<file path="src/rtl/note_stream_controller.sv">
// Note stream controller: answers codec frames with note-player sample
// requests, forwards samples to dynamics and times the note length.
module note_stream_controller #(
  parameter int FRAMES_PER_UNIT = 1000,
  parameter int TIMEOUT         = 64
) (
  input  logic               clk,
  input  logic               reset,
  input  logic               play,
  input  logic               note_valid,
  input  logic [5:0]         note_duration,
  output logic               note_ready,
  input  logic               new_frame,
  output logic               generate_next_sample,
  input  logic signed [15:0] sample_in,
  input  logic               sample_in_ready,
  output logic signed [15:0] sample_out,
  output logic               new_sample_ready,
  output logic               done_with_note,
  output logic               underrun,
  output logic               overrun
);

  typedef enum logic [1:0] {
    IDLE,
    PLAY,
    WAIT
  } state_t;

  state_t             state_q;
  logic [5:0]         dur_q;
  logic [15:0]        frame_q;
  logic [5:0]         unit_q;
  logic [15:0]        wait_q;
  logic               ready_q;
  logic               gen_q;
  logic signed [15:0] smp_q;
  logic               nsr_q;
  logic               done_q;
  logic               under_q;
  logic               over_q;

  logic        frame_wrap;
  logic [15:0] frame_d;
  logic [5:0]  unit_d;
  logic        last_frame;
  logic        timeout;

  always_comb begin
    frame_wrap = (frame_q == 16'(FRAMES_PER_UNIT - 1));
    frame_d    = frame_wrap ? 16'd0 : frame_q + 16'd1;
    unit_d     = frame_wrap ? unit_q + 6'd1 : unit_q;
    last_frame = (unit_d == dur_q);
    timeout    = (wait_q == 16'(TIMEOUT - 1));
  end

  always_ff @(posedge clk) begin
    if (reset) begin
      state_q <= IDLE;
      dur_q   <= '0;
      frame_q <= '0;
      unit_q  <= '0;
      wait_q  <= '0;
      ready_q <= 1'b1;
      gen_q   <= 1'b0;
      smp_q   <= '0;
      nsr_q   <= 1'b0;
      done_q  <= 1'b0;
      under_q <= 1'b0;
      over_q  <= 1'b0;
    end else begin
      gen_q   <= 1'b0;
      nsr_q   <= 1'b0;
      done_q  <= 1'b0;
      under_q <= 1'b0;
      over_q  <= 1'b0;
      unique case (state_q)
        IDLE: begin
          // note_ready lags IDLE entry by one cycle after a note ends
          ready_q <= 1'b1;
          if (note_valid && ready_q) begin
            dur_q   <= note_duration;
            frame_q <= '0;
            unit_q  <= '0;
            if (note_duration == 6'd0) begin
              done_q <= 1'b1;
            end else begin
              state_q <= PLAY;
              ready_q <= 1'b0;
            end
          end
        end
        PLAY: begin
          if (new_frame && play) begin
            gen_q   <= 1'b1;
            wait_q  <= '0;
            state_q <= WAIT;
          end
        end
        WAIT: begin
          wait_q <= wait_q + 16'd1;
          if (new_frame) over_q <= 1'b1;
          if (sample_in_ready || timeout) begin
            smp_q   <= sample_in_ready ? sample_in : 16'sd0;
            nsr_q   <= 1'b1;
            under_q <= !sample_in_ready;
            frame_q <= frame_d;
            unit_q  <= unit_d;
            if (last_frame) begin
              done_q  <= 1'b1;
              state_q <= IDLE;
            end else begin
              state_q <= PLAY;
            end
          end
        end
        default: state_q <= IDLE;
      endcase
    end
  end

  assign note_ready           = ready_q;
  assign generate_next_sample = gen_q;
  assign sample_out           = smp_q;
  assign new_sample_ready     = nsr_q;
  assign done_with_note       = done_q;
  assign underrun             = under_q;
  assign overrun              = over_q;

endmodule

</file>
<file path="config.mk">
export PLATFORM = sky130hd
export DESIGN_NAME = note_stream_controller
export DESIGN_NICKNAME = d
export VERILOG_FILES = /design/src/rtl/note_stream_controller.sv
export SDC_FILE = /design/constraint.sdc
export NUM_CORES = 1
export LEC_CHECK = 0
export BUFFER_PORTS_ARGS = -buffer_cell sky130_fd_sc_hd__buf_2
export CAP_MARGIN = 20
export CORE_UTILIZATION = 30
export CTS_CLUSTER_SIZE = 25
export DETAILED_ROUTE_END_ITERATION = 16
export GPL_TIMING_DRIVEN = 0
export PLACE_DENSITY = 0.62
export SETUP_SLACK_MARGIN = 0.4
export SLEW_MARGIN = 20
export SYNTH_ARGS = -nofsm -noshare
export SYNTH_HDL_FRONTEND = slang
export SYNTH_SLANG_ARGS = --single-unit
export TNS_END_PERCENT = 30
</file>
<file path="constraint.sdc">
create_clock -name clk -period 2.5 [get_ports clk]
set_input_delay 0.125 -clock clk [delete_from_list [all_inputs] [get_ports clk]]
set_output_delay 0.125 -clock clk [all_outputs]
set_load 0.01 [all_outputs]
</file>
# == Word-level counts from Yosys, hierarchy flattened ==
# Cells that the tools add are included.
# totals
out_inout_bits,22
regBits,68
elab_cells,69
input_bits,28
# classes
n_mux,26
bitwise,3
eq_ne,9
n_reduce_logical,16
add_sub_neg,3
# ops
operator,count
two-way mux 16 bit,5
one-hot mux 16 bit (2 select lines),2
adder 16 x 1 -> 16 bit (second input constant),2
two-way mux 6 bit,3
== test 16 x 10 -> 1 bit (second input constant),1
== test 16 x 6 -> 1 bit (second input constant),1
one-hot mux 6 bit (2 select lines),1
two-way mux 1 bit,9
two-way mux 2 bit,4
inequality test 2 bit (second input constant),4
adder 6 x 1 -> 6 bit (second input constant),1
== test 6 bit,1
zero test 6 bit,1
one-hot mux 2 bit (3 select lines),1
AND reduction 2 bit,3
AND reduction 4 bit,1
nonzero test 2 bit,2
OR reduction 2 bit,2
NOT 1 bit,3
AND reduction 3 bit,1
OR reduction 3 bit,1
== test 2 x 1 -> 1 bit (second input constant),1
== test 2 bit (second input constant),1
logical AND 1 bit,2
other kinds (4),4

# == Longest topological paths before layout ==
# Gate-level depths: netlist of run 1.
# depth
depth_word,6
ltp_mapped,8
ltp_nobuf,7

# == Least setup slack after synthesis of run 1 ==
# Ideal clock, no wire load.
# synth_timing
path_kind,flip-flop to flip-flop
start,register frame_q[14]
end,register state_q[0]
arrival_ns,2.177
t_required_ns,2.380
setup_time_ns,0.120
period_less_slack_ns,2.296
path_stages_with_launch,7
n_path_buf,0
slack_ns,0.204
path_cell_list,dfxtp_1 -> or4_4 -> or4_4 -> nor4b_1 -> o21ai_0 -> o211a_1 -> o31a_1
# synth_between
elab_chain_len,6
# synth_rtl
element,line_no,rtl
start: declaration,32,logic [15:0] frame_q;
start signal: assignment,107,frame_q <= frame_d;
== test 16 x 10 -> 1 bit,50,frame_wrap = (frame_q == 16'(FRAMES_PER_UNIT - 1));
two-way mux 6 bit,52,unit_d = frame_wrap ? unit_q + 6'd1 : unit_q;
== test 6 bit,53,last_frame = (unit_d == dur_q);
two-way mux 1 bit,109,if (last_frame) begin
two-way mux 2 bit,103,if (sample_in_ready || timeout) begin
one-hot mux 2 bit (3 select lines),77,unique case (state_q)
end signal: assignment,59,state_q <= IDLE;
end signal: assignment,111,state_q <= IDLE;
end signal: assignment,113,state_q <= PLAY;
end: declaration,30,state_t state_q;
# Every way passes these cells. The select of a mux whose other input is x is not followed.
# A chain may end at the register's enable or synchronous reset.

# == Final worst setup path of run 1 ==
# layout_timing
start,register frame_q[13]
end,register state_q[0]
# The elaborated chain is that of the path after synthesis.

==> results_dict.tcl, run 1 <==
set metrics [dict create \
    dp_hpwl_mm 5.07 \
    avgSynthCellArea_um2 8.49 \
    cp.required_ps 2740 \
    layout_commonest_cell "dfxtp_1" \
    slew_headroom 0.620 \
    clk_latency_ps 350 \
    busiest_layer "met2" \
    first_pass_iters 4 \
    p_per_area_nw_per_um2 585 \
    netlist_area_um2 3020 \
    clockRootBuffer "clkbuf_8" \
    drive_gt1_frac 0.234 \
    rsz0062_at_grt "true" \
    synth_ff_type "dfxtp_1" \
    yosys_warnings 0 \
    die-area_um2 10500 \
    syn-instance-count 356 \
    grt_util_met2 0.225 \
    cp.arrival_ps 2530 \
    critPathLaunchType "flop" \
    grt_pass1_wl_mm 12.0 \
    port_buffers 49 \
    ys_seq_area_frac 0.450 \
    synth-edff-count 0 \
    setup_viol 0 \
    rows 36 \
    core-area_um2 9770 \
    gp_congestion 0.845 \
    overflow 0 \
    clock_sinks 68 \
    cts_buffers 9 \
    cts_tree "done" \
    max_clock_freq_mhz 437 \
    synth-seq-cells 68 \
    cp_max_fo 5 \
    maxCapViolations 0 \
    area_growth_pct 28.1 \
    start_util 0.309 \
    timing.final.ws_setup_ps 212 \
    antenna_found_initial 0 \
    die_x_um 102 \
    worst_slew_pin_slew_ps 563 \
    setup_tns_ps 0 \
    peakVddDrop_v 0.000332 \
    cellLeakagePower_uw 0.00141 \
    met1_usage 0.197 \
    routed_wirelength_mm 7.25 \
    status "complete, no violations" \
    grt_pass1_vias 2496 \
    final_antenna_net_count 0 \
    drc_errors 0 \
    most-common-layout-cells "dfxtp_1, buf_2, nor2_1" \
    viasPerCell 4.91 \
    die_y_um 102 \
    ys_types 45 \
    grt_max_degree 11 \
    post-place-ws_ps -47.8 \
    post-route-min-period_ps 2290 \
    clkTransAtPathRegs_ps 70 \
    ios 50 \
    drtIter0Drc 102 \
    diodes 0 \
    synth_nets 387 \
    clk_path_buf_depth 2 \
    finalHoldViolations 0 \
    cts_max_level 3 \
    worst_clock_skew_ps 7.24 \
    end_kind "flop" \
    track_usage 0.149 \
    hp-class "input pin to flop" \
    grt_util_met3 0.0321 \
    drv_slew 0 \
    wl_per_cell_um 12.9 \
    layout.nets 455 \
    criticalPathCategory "flop to flop" \
    finalCritPeriodShare 0.915 \
    via_count 2750 \
    synthArstFlopShare 0 \
]
worst paths after layout:
path	cells after the start	to	slack (ps)	from
worst min register to register	2	wait_q[1]	470	wait_q[1]
worst min-delay path	3	sample_out[11]	10	sample_in[11]
worst max-delay path	6	state_q[0]	210	frame_q[13]
worst max register to register	6	state_q[0]	210	frame_q[13]
cells in the mapped netlist, drive strengths merged (2+ instances only):
cell / n / area, um2
a31oi: 4 / 25.0
inv: 5 / 18.8
or4: 8 / 68.8
ha: 3 / 37.5
clkbuf: 17 / 67.6
and2: 2 / 12.5
nor4b: 2 / 17.5
nand2b: 3 / 18.8
a41oi: 2 / 17.5
o21ai: 17 / 85.1
nand3: 10 / 50.1
nand2: 36 / 135
a21oi: 22 / 110
nor2: 51 / 208
nor2b: 2 / 12.5
or3: 8 / 50.1
xor2: 14 / 123
nor3: 8 / 40.0
and3: 3 / 20.0
nand4: 11 / 68.8
nor3b: 2 / 15.0
nor4: 11 / 81.3
xnor2: 16 / 140
a22oi: 16 / 120
dfxtp: 68 / 1360
o31ai: 3 / 22.5
power breakdown:
part / switching, uW / total (uW) / internal [uW]
clock network: 394 / 973 / 579
registers: 16.6 / 1120 / 1100
logic: 107 / 176 / 69.5
total: 518 / 2270 / 1750
cell families after synthesis:
| family | after synthesis | synth area share |
|---|---|---|
| and+or+nand+nor | 161 | 0.275 |
| adders and majority gates | 3 | 0.0124 |
| DFF | 68 | 0.450 |
| AOI/OAI and AO/OA | 71 | 0.146 |
| xor gates and xnor gates | 30 | 0.0869 |
| buffers and inverters | 23 | 0.0298 |
stage by stage:
step	total power, uW	utilization	hold slack (ps)	instances	instance area (um2)
finish	2270	0.396	14.7	560	3870
global route	2360	0.396	12.4	560	3870
CTS	2280	0.386	1.36	557	3770
detailed placement	1300	0.353	356	538	3450
global placement	1290	0.353	359	538	3450
floorplan	1230	-	204	356	3040
final cells by class:
class / count / area (um2)
clock buffer: 12 / 145
inverter: 5 / 18.8
timing repair buffer: 57 / 313
tap: 133 / 166
multi-input combinational: 265 / 1720
sequential: 68 / 1370
fill: 1012 / 5900
clock inverter: 2 / 60.1
buffer: 18 / 87.6
routing by layer:
metal | part of all wire | wire length (um)
met1 | 0.48 | 3460
met2 | 0.45 | 3270
met3 | 0.051 | 367
met4 | 0.022 | 158
met5 | 0 | 0
worst max-delay path, stage by stage, from the launching register on:
cell,delay [ps]
dfxtp_2,340
or4_4,560
or4_4,580
nor2_8,140
xnor2_1,80
o211a_1,250
o31a_1,230
sequential cells by signal, indices dropped and copies added, names as in the netlist, 2 cells and up:
signal and flops:
dur_q 6, frame_q 16, sample_out 16, state_q 2, unit_q 6, wait_q 16
timing repair:
item                                    in CTS  in global routing
pin swaps                                    8                  4
endpoints found under the setup margin      34                 37
hold buffers                                 3                  0
buffers inserted                             2                  3
gates resized for setup                     16                 25
endpoints found under the hold margin        3                  0
Power figures use the tool's default switching activity.
==> run 2: changes to the inputs <==
Settings changed: SETUP_SLACK_MARGIN 0.4 to default.
==> run 2 against run 1 <==
  * Global-route usage increased by 0.24 points
  * Die area unchanged
  * Register-to-register slack got worse by 130 ps
==> results_dict.tcl, run 2 (same netlist as run 1, synthesis figures left out) <==
set metrics [dict create \
    peakVddDrop_v 0.000279 \
    timing.final.ws_setup_ps 78.8 \
    via_count 2775 \
    drc_errors 0 \
    nFillCells 1021 \
    critPathLaunchType "flop" \
    drv_slew 0 \
    slew_headroom 0.629 \
    port_buffers 49 \
    crit_family "simple AND/OR/NAND/NOR gates" \
    post-place-ws_ps -168 \
    hp-class "input pin to flop" \
    p_sw_uw 525 \
    r2r_start "frame_q[3]" \
    power_frac_clock 0.382 \
    grt_pass1_wl_mm 12.3 \
    status "complete, no violations" \
    worst-path-buf-inv 0 \
    critPathSlowestCell "or4_4" \
    criticalPathCategory "flop to flop" \
    cp-startpoint "frame_q[3]" \
    gp_congestion 0.820 \
    rsz0062_at_grt "true" \
    most-common-layout-cells "dfxtp_1, nor2_1, buf_2" \
    clock_sinks 68 \
    cp.required_ps 2740 \
    diodes 0 \
    p_int_uw 1550 \
    layout.nets 448 \
    ios 50 \
    grt_pass1_vias 2626 \
    end_kind "flop" \
    finalCritPeriodShare 0.968 \
    max_clock_freq_mhz 413 \
    grt_max_degree 11 \
    hold_start "sample_in[0]" \
    start_util 0.309 \
    die-area_um2 10500 \
    path_cells "or4_4, or4_4, nor4b_2, o21ai_0, o211a_1, o31a_1" \
    area_growth_pct 21.0 \
    clk_latency_ps 360 \
    first_pass_iters 5 \
    finalHoldViolations 0 \
    crit_top_cell "or4_4" \
    cts_buffers 9 \
    clk_path_buf_depth 2 \
    power_frac_seq 0.539 \
    post-route-min-period_ps 2420 \
    core-area_um2 9770 \
    die_y_um 102 \
    p_per_area_nw_per_um2 566 \
    viasPerCell 5.00 \
    clkTransAtPathRegs_ps 70 \
    antenna_found_initial 0 \
    wl_per_cell_um 13.2 \
    clockRootBuffer "clkbuf_8" \
    routed_wirelength_mm 7.35 \
    dp_hpwl_mm 5.26 \
    worst_clock_skew_ps 9.48 \
    p_comb_frac 0.079 \
    cp.arrival_ps 2660 \
    drtIter0Drc 144 \
    rows 36 \
    critical_path.max_stage_delay_ps 580 \
    switching_share 0.253 \
    drive_gt1_frac 0.185 \
    cp_max_fo 6 \
    total_power_uw 2070 \
    worst_slew_pin_slew_ps 555 \
    cts_max_level 3 \
    die_x_um 102 \
    cellLeakagePower_uw 0.00132 \
    cts_tree "done" \
    final_antenna_net_count 0 \
    track_usage 0.151 \
    overflow 0 \
    layout_commonest_cell "dfxtp_1" \
    setup_viol 0 \
    maxCapViolations 0 \
]
==> run 2: final cells by class <==
cell class	instances	area, um2	share of cell area
Tap cell	133	166	0.0455
Buffer	18	73.8	0.0202
Sequential cell	68	1360	0.372
Clock inverter	2	10.0	0.00274
Clock buffer	14	153	0.0417
Timing Repair Buffer	50	255	0.0697
Inverter	5	18.8	0.00513
Multi-Input combinational cell	265	1620	0.443
==> run 2: worst paths after layout <==
path / end / slack [ps] / cells after the start
setup reg to reg: state_q[0] / 80 / 6
hold reg to reg: wait_q[1] / 480 / 2
hold / removal: sample_out[0] / 10 / 3
setup / recovery: state_q[0] / 80 / 6
==> run 2: per-layer routing <==
metal | vias to the layer above | global-route usage | share of wire | routed length, um
met5 | - | 0 | 0 | 0
met2 | 84 | 0.232 | 0.45 | 3330
met3 | 11 | 0.0287 | 0.038 | 280
li1 | 1390 | - | - | -
met4 | 0 | 0.0791 | 0.022 | 159
met1 | 1290 | 0.201 | 0.49 | 3580
==> run 2: worst min-delay path: cells and delay by family <==
family                 cells  cell delay (ps)
AO/OA/AOI/OAI              1               50
buffers and inverters      1               80
AND/OR/NAND/NOR            1               70
==> run 2: power by group through the flow <==
stage | clock network, uW | logic [uW] | registers, uW
finish | 791 | 164 | 1120
global route | 861 | 185 | 1120
CTS | 810 | 161 | 1120
detailed placement | 0 | 158 | 1140
global placement | 0 | 155 | 1140
floorplan | 0 | 93.2 | 1140
==> run 2: per-stage QoR <==
step | hold slack (ps) | TNS, ps | utilization | instances | cell area (um2)
floorplan | 204 | 0 | - | 356 | 3020
global placement | 360 | -1630 | 0.352 | 538 | 3440
detailed placement | 370 | -1600 | 0.352 | 538 | 3440
CTS | 1.10 | -422 | 0.369 | 555 | 3610
global route | 18.1 | -14.3 | 0.374 | 555 | 3660
finish | 10.9 | 0 | 0.374 | 555 | 3660
==> run 2: what timing repair did <==
item                                   in CTS  in global routing
pin swaps                                   0                  1
setup endpoints to repair                  10                 23
endpoints found under the hold margin       1                  0
resized for setup                           1                 10
setup buffers                               0                  0
hold buffers                                1                  0
